<file path="src/rtl/kamikaze_ahb_arbiter.sv">
// Two-master AHB-Lite arbiter: instruction fetch (I) and load/store (D) share one downstream port.
// Each master has a one-entry address slot so a losing request never stalls the winner.
module kamikaze_ahb_arbiter #(
  parameter int unsigned I_STARVE_MAX = 4
) (
  input  logic        clk_i,
  input  logic        rst_i,
  input  logic [31:0] i_haddr_i,
  input  logic [1:0]  i_htrans_i,
  output logic [31:0] i_hrdata_o,
  output logic        i_hready_o,
  output logic        i_hresp_o,
  input  logic [31:0] d_haddr_i,
  input  logic [1:0]  d_htrans_i,
  input  logic        d_hwrite_i,
  input  logic [2:0]  d_hsize_i,
  input  logic [31:0] d_hwdata_i,
  output logic [31:0] d_hrdata_o,
  output logic        d_hready_o,
  output logic        d_hresp_o,
  output logic [31:0] HADDR,
  output logic [1:0]  HTRANS,
  output logic        HWRITE,
  output logic [2:0]  HSIZE,
  output logic [3:0]  HPROT,
  output logic [2:0]  HBURST,
  output logic        HMASTLOCK,
  output logic [31:0] HWDATA,
  input  logic [31:0] HRDATA,
  input  logic        HREADY,
  input  logic        HRESP
);

  typedef enum logic [1:0] {PH_FREE, PH_PEND, PH_ISSUED} phase_e;
  typedef enum logic [1:0] {OWN_NONE, OWN_I, OWN_D} owner_e;

  localparam logic [3:0] STARVE_MAX = 4'(I_STARVE_MAX);

  phase_e      i_phase_q, i_phase_d, d_phase_q, d_phase_d;
  owner_e      owner_q, owner_d;
  logic [3:0]  starve_q, starve_d;
  logic [31:0] i_slot_addr_q, i_slot_addr_d;
  logic [31:0] d_slot_addr_q, d_slot_addr_d;
  logic        d_slot_write_q, d_slot_write_d;
  logic [2:0]  d_slot_size_q, d_slot_size_d;
  logic [31:0] haddr_q, haddr_d;
  logic        hwrite_q, hwrite_d;
  logic [2:0]  hsize_q, hsize_d;
  logic [3:0]  hprot_q, hprot_d;

  logic        i_accept, d_accept, i_cand, d_cand;
  logic        addr_phase, win_i, win_d;
  logic [31:0] i_sel_addr, d_sel_addr;
  logic        d_sel_write;
  logic [2:0]  d_sel_size;
  logic        unused_htrans_lsb;

  // Only bit1 of HTRANS matters here; NONSEQ and SEQ are treated alike.
  assign unused_htrans_lsb = i_htrans_i[0] ^ d_htrans_i[0];

  assign i_hready_o = rst_i || (i_phase_q == PH_FREE) || ((i_phase_q == PH_ISSUED) && HREADY);
  assign d_hready_o = rst_i || (d_phase_q == PH_FREE) || ((d_phase_q == PH_ISSUED) && HREADY);

  assign i_accept = !rst_i && i_hready_o && i_htrans_i[1];
  assign d_accept = !rst_i && d_hready_o && d_htrans_i[1];
  assign i_cand   = (i_phase_q == PH_PEND) || i_accept;
  assign d_cand   = (d_phase_q == PH_PEND) || d_accept;

  assign addr_phase = HREADY && !rst_i;
  assign win_d = addr_phase && d_cand && !(i_cand && (starve_q == STARVE_MAX));
  assign win_i = addr_phase && i_cand && !win_d;

  assign i_sel_addr  = (i_phase_q == PH_PEND) ? i_slot_addr_q  : i_haddr_i;
  assign d_sel_addr  = (d_phase_q == PH_PEND) ? d_slot_addr_q  : d_haddr_i;
  assign d_sel_write = (d_phase_q == PH_PEND) ? d_slot_write_q : d_hwrite_i;
  assign d_sel_size  = (d_phase_q == PH_PEND) ? d_slot_size_q  : d_hsize_i;

  assign HTRANS    = (win_i || win_d) ? 2'b10 : 2'b00;
  assign HADDR     = haddr_d;
  assign HWRITE    = hwrite_d;
  assign HSIZE     = hsize_d;
  assign HPROT     = hprot_d;
  assign HBURST    = 3'b000;
  assign HMASTLOCK = 1'b0;
  assign HWDATA    = (owner_q == OWN_D) ? d_hwdata_i : 32'h0;

  assign i_hrdata_o = HRDATA;
  assign d_hrdata_o = HRDATA;
  assign i_hresp_o  = !rst_i && (owner_q == OWN_I) && HRESP;
  assign d_hresp_o  = !rst_i && (owner_q == OWN_D) && HRESP;

  always_comb begin
    i_phase_d      = i_phase_q;
    d_phase_d      = d_phase_q;
    owner_d        = owner_q;
    starve_d       = starve_q;
    i_slot_addr_d  = i_slot_addr_q;
    d_slot_addr_d  = d_slot_addr_q;
    d_slot_write_d = d_slot_write_q;
    d_slot_size_d  = d_slot_size_q;
    haddr_d        = haddr_q;
    hwrite_d       = hwrite_q;
    hsize_d        = hsize_q;
    hprot_d        = hprot_q;

    if (win_i) begin
      i_phase_d = PH_ISSUED;
    end else if (i_accept) begin
      i_phase_d     = PH_PEND;
      i_slot_addr_d = i_haddr_i;
    end else if ((i_phase_q == PH_ISSUED) && HREADY) begin
      i_phase_d = PH_FREE;
    end

    if (win_d) begin
      d_phase_d = PH_ISSUED;
    end else if (d_accept) begin
      d_phase_d      = PH_PEND;
      d_slot_addr_d  = d_haddr_i;
      d_slot_write_d = d_hwrite_i;
      d_slot_size_d  = d_hsize_i;
    end else if ((d_phase_q == PH_ISSUED) && HREADY) begin
      d_phase_d = PH_FREE;
    end

    if (HREADY) begin
      if (win_d)      owner_d = OWN_D;
      else if (win_i) owner_d = OWN_I;
      else            owner_d = OWN_NONE;
    end

    // Count D wins only while I is waiting; the count saturates so I wins next.
    if (!i_cand || win_i) begin
      starve_d = 4'd0;
    end else if (win_d && (starve_q != STARVE_MAX)) begin
      starve_d = starve_q + 4'd1;
    end

    if (win_d) begin
      haddr_d  = d_sel_addr;
      hwrite_d = d_sel_write;
      hsize_d  = d_sel_size;
      hprot_d  = 4'b0001;
    end else if (win_i) begin
      haddr_d  = i_sel_addr;
      hwrite_d = 1'b0;
      hsize_d  = 3'b010;
      hprot_d  = 4'b0000;
    end
  end

  always_ff @(posedge clk_i) begin
    if (rst_i) begin
      i_phase_q      <= PH_FREE;
      d_phase_q      <= PH_FREE;
      owner_q        <= OWN_NONE;
      starve_q       <= 4'd0;
      i_slot_addr_q  <= 32'h0;
      d_slot_addr_q  <= 32'h0;
      d_slot_write_q <= 1'b0;
      d_slot_size_q  <= 3'b000;
      haddr_q        <= 32'h0;
      hwrite_q       <= 1'b0;
      hsize_q        <= 3'b000;
      hprot_q        <= 4'b0000;
    end else begin
      i_phase_q      <= i_phase_d;
      d_phase_q      <= d_phase_d;
      owner_q        <= owner_d;
      starve_q       <= starve_d;
      i_slot_addr_q  <= i_slot_addr_d;
      d_slot_addr_q  <= d_slot_addr_d;
      d_slot_write_q <= d_slot_write_d;
      d_slot_size_q  <= d_slot_size_d;
      haddr_q        <= haddr_d;
      hwrite_q       <= hwrite_d;
      hsize_q        <= hsize_d;
      hprot_q        <= hprot_d;
    end
  end

endmodule

</file>
<file path="config.mk">
export PLATFORM = sky130hd
export DESIGN_NAME = kamikaze_ahb_arbiter
export DESIGN_NICKNAME = d
export VERILOG_FILES = /design/src/rtl/kamikaze_ahb_arbiter.sv
export SDC_FILE = /design/constraint.sdc
export NUM_CORES = 1
export LEC_CHECK = 0
export CAP_MARGIN = 5
export CORE_MARGIN = 3
export CORE_UTILIZATION = 46
export CTS_CLUSTER_SIZE = 30
export DETAILED_ROUTE_END_ITERATION = 10
export GPL_TIMING_DRIVEN = 0
export PLACE_DENSITY_LB_ADDON = 0.1
export REMOVE_ABC_BUFFERS = 1
export SYNTH_ARGS = -nofsm -noshare
export SYNTH_HDL_FRONTEND = slang
export SYNTH_SLANG_ARGS = --single-unit
</file>
<file path="constraint.sdc">
create_clock -name clk_i -period 4.53 [get_ports clk_i]
set_input_delay 0.906 -clock clk_i [delete_from_list [all_inputs] [get_ports clk_i]]
set_output_delay 0.906 -clock clk_i [all_outputs]
set_load 0.05 [all_outputs]
</file>
==> summary.txt, run 1 <==
STA
  – Hold slack: about 0.44 ns
  – Least-Margin Pin Slew: 0.9102 ns
  – Max-slew violation count: 0
  – Final WS setup: 0.1284 ns
  – Final Hold Vio Count: 0
  – Setup-failing EPs final: 0
  – Period utilization: 0.9716
  – Max Fclk: about 230 MHz
  – Unrepaired setup endpoints after global routing: no
  – Minimum clock period: 4.402 ns
  – Clock Skew: ~0.0096 ns
  – Max-Slew Margin vs Limit: 0.3932

Synthesis
  – Cell area after synthesis: ~0.0066 mm²
  – Asr flop ratio synth: 0
  – Warnings, synthesis: 0
  – Synth area leaders: dfxtp_1 (36%), mux2i_1 (15%), o21ai_0 (9.4%)
  – Register area share after synthesis: 0.3589
  – EDFF count, synth: 0
  – Mean Syn Cell Area: ~8.2 µm²
  – Share of the synthesized area in the top cell type: 0.3589
  – Yosys top cell by area: dfxtp_1
  – Distinct cells, synth: 38
  – Post-synth top flop: dfxtp_1
  – Mapped Cells: about 800
  – Yosys reg bits: about 120

Critical path
  – Crit path max-delay family: buffers and inverters
  – CP endpoint kind: output pin
  – CP arrival: between 3 and 4 ns
  – Critical Path Slowest Stage Cell: clkdlybuf4s15_2
  – Critical path buffer and inverter count: 4
  – Reg2reg path depth: 11
  – Setup Crit Path Kind: in2out
  – Slowest stage delay, CP: around 0.43 ns
  – Reg-to-Reg Start: starve_q[0]
  – CP max FO: 52
  – Reg2Reg Setup Slack: ~1.7 ns
  – CP cell instances: buf_4 > buf_12 > nand2b_1 > a22oi_1 > o21ai_2 > clkinv_4 > o21ai_0 > clkdlybuf4s15_2
  – Critical Path RT: about 3.6 ns
  – Reg-to-Reg End: i_slot_addr_q[0]
  – Critical Path Sink: HADDR[16]
  – CP Launch Type: primary input
  – Critical path depth in cells: 8
  – Critical path origin: rst_i

Layout
  – Total Nets Final: about 1.0k
  – Finished Layout Cells: 1083
  – Most frequent cells in the layout: clkdlybuf4s50_1 (141), o21ai_0 (122), dfxtp_1 (118)
  – Most common cell after layout, fill and taps aside: clkdlybuf4s50_1
  – # fillers: between 1k and 1.5k
  – Area growth, synth to finish: 30.30%
  – Share of cells above drive strength 1: 0.08638
  – Number of antenna diodes: 0

Placed design
  – Hpwl dp: 17380 µm
  – Setup Slack @ Placement: -1.676 ns
  – Port-buffer cells: 182
  – Routability cong.: approximately 0.84
  – Placed Cells incl. Taps: between 1k and 1.5k

Die
  – Initial Util: 0.4723
  – Die area: approximately 0.016 mm²
  – Die height: approximately 130 µm
  – Core area: approximately 0.014 mm²
  – Die width: about 130 µm
  – Row count: between 40 and 50
  – I/O Pins: around 290

Clock network
  – Clk sinks: roughly 120
  – Clk root buf: clkbuf_16
  – Clock Latency Late Sink: just over 0.4 ns
  – CTS tree: yes
  – CTS buffer count: 17
  – CTS max path bufs: 2
  – H-tree levels: 4
  – Hold Buf Count CTS: 0
  – Clock-pin transition on the worst setup and hold timing paths: ~0.050 ns

Power and ir drop
  – Pint: between 2 and 2.5 mW
  – Pwr Density: about 350 mW/mm²
  – Clock power share: 0.376
  – Net Sw Power: about 920 µW
  – Power share of the combinational group: 0.252
  – Net Sw Frac: 0.3039
  – Max VDD drop: about 240 µV
  – Leakage: approximately 4.0 nW
  – Seq pwr share: 0.372

Routing
  – Iteration-0 DRC Markers: between 400 and 500
  – Vias: between 5k and 6k
  – Antenna Violating Nets Remaining: 0
  – Final WL: 23290 µm
  – Drt via density: 5.414
  – Drt wl/cell: around 22 µm
  – First drt pass iteration count: 5
  – DRC: 0

Global route
  – Remaining global-route overflow: 0
  – First-pass GRT wire length: 35070 µm
  – Vias in the first global route: 5858
  – Initial antenna violation count: 0
  – GR Util All Layers: 0.2934
  – Largest net degree at the start of global routing: 53

Min path
  – HP Class: reg2reg
  – Hold depth: 2

Flow run
  – Number of max-cap violations: 0

Outcome
  – Status: finished, final reports clean
-- Yosys cell counts (all sizes together), types with 3 or more instances --
master / instances
nand3b: 37
xnor2: 3
nor2b: 5
nor2: 49
nand2: 7
mux2i: 100
clkbuf: 40
nor3: 68
o2bb2ai: 3
buf: 83
nand2b: 9
o21ai: 138
a21oi: 6
and2: 32
dfxtp: 118
inv: 77
-- power groups by stage --
stage	sequential, mW	combinational (mW)	clock, mW
floorplan	1.14	0.465	0
global placement	1.15	0.746	0
detailed placement	1.15	0.778	0
CTS	1.13	0.770	1.15
global route	1.14	0.818	1.21
finish	1.13	0.764	1.14
-- worst reg2reg max path, cell delays in order (launching register included) --
cell and delay (ns):
dfxtp_1 0.33, inv_1 0.10, ha_1 0.18, and3b_1 0.27, a221oi_4 0.05, buf_4 0.17
buf_16 0.17, o31ai_4 0.78, buf_16 0.24, buf_8 0.18, mux2i_1 0.20, nor2_1 0.06
-- registers in the layout, summed over array words and instances (netlist names) --
name	count
haddr_q	32
starve_q	4
hprot_q	4
d_slot_size_q	3
d_phase_q	2
hwrite_q	1
owner_q	2
d_slot_write_q	1
i_slot_addr_q	32
i_phase_q	2
d_slot_addr_q	32
hsize_q	3
-- cells by family after synthesis --
group           count (synthesis)  share of synthesized area
other cells                     1                  0.0005698
mux                           100                     0.1521
flops                         118                     0.3589
compound gates                162                     0.1392
fa+ha+maj                       2                   0.003802
buf+inv                       201                     0.1622
simple gates                  214                     0.1793
xor+xnor                        3                   0.003993
-- how the worst min path moves through the flow --
stage                 endpoint  slack (ns)        from
floorplan           hprot_q[1]        0.42  hprot_q[1]
global placement    hprot_q[3]        0.42  hprot_q[3]
detailed placement  hprot_q[3]        0.43  hprot_q[3]
CTS                 hprot_q[3]        0.44  hprot_q[3]
global route        hprot_q[3]        0.45  hprot_q[3]
finish              hprot_q[3]        0.44  hprot_q[3]
-- per-layer routing --
| layer | GRT usage | vias to the layer above | part of all wire |
|---|---|---|---|
| met1 | 0.3269 | 2710 | 0.38 |
| met3 | 0.2044 | 31 | 0.15 |
| met4 | 0.07908 | 2 | 0.020 |
| met2 | 0.4506 | 304 | 0.45 |
| li1 | - | 2816 | - |
| met5 | 0.04644 | - | 0.0039 |
-- through the flow --
step | util | setup TNS [ns] | cell area [µm²] | total power, mW
finish | 0.6154 | 0 | 8576 | 3.037
global route | 0.6154 | 0 | 8576 | 3.166
CTS | 0.6205 | 0 | 8646 | 3.055
detailed placement | 0.5836 | -56.48 | 8132 | 1.929
global placement | 0.5647 | -459.91 | 7869 | 1.893
floorplan | - | -3.637 | 5822 | 1.609
-- what timing repair did --
action / in CTS / in global routing
pin swaps: 2 / 0
setup buffers: 4 / 0
endpoints found under the setup margin: 41 / 31
resized for setup: 56 / 76
-- layout make-up --
class / instances / area [µm²] / share of cell area
flip-flops and latches: 118 / 2362 / 0.2755
well taps: 180 / 225.2 / 0.02626
inverters: 78 / 297.8 / 0.03472
repair buffers: 197 / 2001 / 0.2333
clock buffers: 24 / 481.7 / 0.05617
multi-input cells: 486 / 3208 / 0.3741
No activity file was read; power rests on OpenSTA's default activity.
==> run 2, diff against run 1 <==
--- a/config.mk
+++ b/config.mk
@@ -7,7 +7,7 @@
 export LEC_CHECK = 0
 export CAP_MARGIN = 5
 export CORE_MARGIN = 3
-export CORE_UTILIZATION = 46
+export CORE_UTILIZATION = 39
 export CTS_CLUSTER_SIZE = 30
 export DETAILED_ROUTE_END_ITERATION = 10
 export GPL_TIMING_DRIVEN = 0
==> constraint.sdc (replaced) <==
create_clock -name clk_i -period 4 [get_ports clk_i]
set_input_delay 0.8 -clock clk_i [delete_from_list [all_inputs] [get_ports clk_i]]
set_output_delay 0.8 -clock clk_i [all_outputs]
set_load 0.05 [all_outputs]
==> run 2 against run 1 <==
- largest cell class unchanged
- clock power increased by 52%
- cell area grew 3.1%
- sequential cell count unchanged
- worst hold slack improved by 0.0068 ns
- register-to-register slack worse by 0.22 ns
- final cell count rose by 4.2%
==> summary.txt, run 2 (synthesis gave the netlist of run 1 again) <==
Clock network
  – Hold Buf Count CTS: 0 (unchanged)
  – CTS tree: yes
  – Clk root buf: clkbuf_16
  – Clock-pin transition on the worst setup and hold timing paths: 0.05 ns (about the same)
  – Clk sinks: 118 (unchanged)
  – H-tree levels: 4 (unchanged)
  – CTS max path bufs: 2 (unchanged)
  – CTS buffer count: 17 (unchanged)
  – Clock Latency Late Sink: 0.42 ns (about the same)

STA
  – Clock Skew: 0.008456 ns (-0.001096 ns)
  – Max-slew violation count: 0 (unchanged)
  – Least-Margin Pin Slew: 0.9661 ns (+0.05599 ns)
  – Minimum clock period: slightly below 4 ns
  – Final Hold Vio Count: 0 (unchanged)
  – Max-Slew Margin vs Limit: 0.3559 (-0.03733)
  – Setup_tns: 0 ns (unchanged)
  – Setup-failing EPs final: 0 (unchanged)
  – Unrepaired setup endpoints after global routing: no
  – Period utilization: 0.9695
  – Max Fclk: approximately 260 MHz
  – Hold slack: 0.4441 ns (+0.006814 ns)

Routing
  – DRC: 0 (unchanged)
  – First drt pass iteration count: 5 (unchanged)
  – Final WL: 24510 µm (+5.3%)
  – Drt via density: 5.187 (-4.2%)
  – Antenna Violating Nets Remaining: 0 (unchanged)
  – Iteration-0 DRC Markers: 385 (-12%)
  – Vias: 5856 (-0.12%)
  – Drt wl/cell: 21.71 µm (+0.96%)

Layout
  – Share of cells above drive strength 1: 0.09529 (+0.008912)
  – Area growth, synth to finish: 34.35%
  – Most frequent cells in the layout: clkdlybuf4s50_1 (140), o21ai_0 (121), dfxtp_1 (118)
  – Most common cell after layout, fill and taps aside: clkdlybuf4s50_1
  – Number of antenna diodes: 0 (unchanged)
  – Total Nets Final: 1042 (+0.19%)
  – Finished Layout Cells: 1129 (+4.2%)
  – Multi-input gate area: 0.003236 mm² (+0.86%)
  – Storage element area: 0.002362 mm² (unchanged)
  – Regs by FF count: d_slot_addr_q (32), haddr_q (32), i_slot_addr_q (32)
  – # fillers: 1476 (+24%)

Placed design
  – Placed Cells incl. Taps: 1089 (+3.2%)
  – Port-buffer cells: 182 (unchanged)
  – Routability cong.: 0.8699 (+3.0%)
  – Hpwl dp: 17270 µm (-0.66%)

Die
  – Initial Util: 0.4069 (-0.06537)
  – I/O Pins: 286 (unchanged)
  – Die area: 0.01847 mm² (+17%)
  – Die height: 135.9 µm (+8.2%)
  – Die width: 135.9 µm (+8.2%)
  – Row count: 46 (+7.0%)
  – Core area: 0.01617 mm² (+16%)

Global route
  – First-pass GRT wire length: 36070 µm (+2.9%)
  – Initial antenna violation count: 0 (unchanged)
  – Vias in the first global route: 5913 (+0.94%)
  – Remaining global-route overflow: 0 (unchanged)
  – GR Util All Layers: 0.2643 (-0.02904)
  – Largest net degree at the start of global routing: 90 (+70%)

Min path
  – Hold Startpoint: hprot_q[2]
  – HP Class: reg2reg
  – Hold depth: 2 (unchanged)
  – Worst Hold Path EP: hprot_q[2]

Power and ir drop
  – Leakage: 3.981 nW (+0.54%)
  – Max VDD drop: 298.5 µV (+24%)
  – Pwr Density: 439.1 mW/mm² (+24%)

Critical path
  – Reg2reg path depth: 6 (-5)
  – Reg2Reg Setup Slack: 1.46 ns (-0.22 ns)
  – CP endpoint kind: output pin
  – CP Launch Type: primary input
  – CP arrival: 3.08 ns (-0.42 ns)
  – Reg-to-Reg Start: i_phase_q[0]
  – Reg-to-Reg End: i_slot_addr_q[25]
  – Critical Path RT: 3.20 ns (-0.42 ns)
  – CP max FO: 89 (+71%)
  – Setup Crit Path Kind: in2out

Flow run
  – Number of max-cap violations: 0 (unchanged)

Outcome
  – Status: finished, final reports clean
run 2: cell count changes in the layout (fill, tap and decap cells not counted), moves of 3 or more:
cell,delta
clkbuf_2,-14
clkdlybuf4s15_2,+8
dlygate4sd2_1,+8
buf_16,-5
bufinv_16,+5
dlymetal6s2s_1,-5
buf_8,+4
clkbuf_1,-3
clkbuf_8,+3
clkdlybuf4s15_1,+3
clkinv_2,+3
run 2: area by class of cell:
class,instances,share of cell area
repair inverters,1,0.0009905
inverters,78,0.03410
clock inverters,8,0.01868
clock buffers,24,0.05787
repair buffers,197,0.2247
well taps,216,0.03056
multi-input cells,487,0.3659
flip-flops and latches,118,0.2672
run 2: what timing repair did:
| item | 4_1_cts | 5_1_grt |
|---|---|---|
| endpoints found under the setup margin | 41 | 36 |
| buffers inserted | 4 | 2 |
| gates cloned | 2 | 0 |
| resized for setup | 98 | 30 |
| pin swaps | 3 | 1 |
run 2: power breakdown:
part	internal, mW	total [mW]	switching, mW
Clock	1.20	1.73	0.533
Combinational	0.331	0.868	0.537
Sequential	1.25	1.28	0.0321
run 2: how the worst max path moves through the flow:
stage           start        end  depth (start not counted)
4_1_cts         rst_i  HADDR[30]                          7
2_1_floorplan  HREADY   HADDR[0]                          5
6_report        rst_i   HADDR[1]                          7
3_5_place_dp    rst_i  HADDR[31]                          7
3_3_place_gp    rst_i  HADDR[31]                          6
5_1_grt         rst_i  HADDR[27]                          7
run 2: routing by layer:
layer,up-vias,global-route usage,share of wire
met5,-,0.04444,0.0033
met4,2,0.06719,0.013
met3,24,0.1839,0.15
met2,268,0.4184,0.45
met1,2730,0.2852,0.38
li1,2832,-,-
run 2: through the flow:
| step | worst slack [ns] | util | power (mW) | cell area, µm² |
|---|---|---|---|---|
| after floorplan | -0.4308 | - | 1.822 | 5822 |
| after global placement | -5.489 | 0.4893 | 2.155 | 7914 |
| after detailed placement | -1.971 | 0.5002 | 2.178 | 8090 |
| after CTS | 0.01600 | 0.5467 | 3.917 | 8842 |
| after global routing | 0.0009726 | 0.5467 | 4.039 | 8842 |
| final | 0.1220 | 0.5467 | 3.883 | 8842 |
run 2: worst max-delay path, stage by stage:
cell and delay [ns]:
buf_12 0.29, nand2b_1 0.31, a22oi_1 0.18, o21ai_4 0.37
clkinv_4 0.28, o21ai_0 0.23, dlygate4sd2_1 0.55
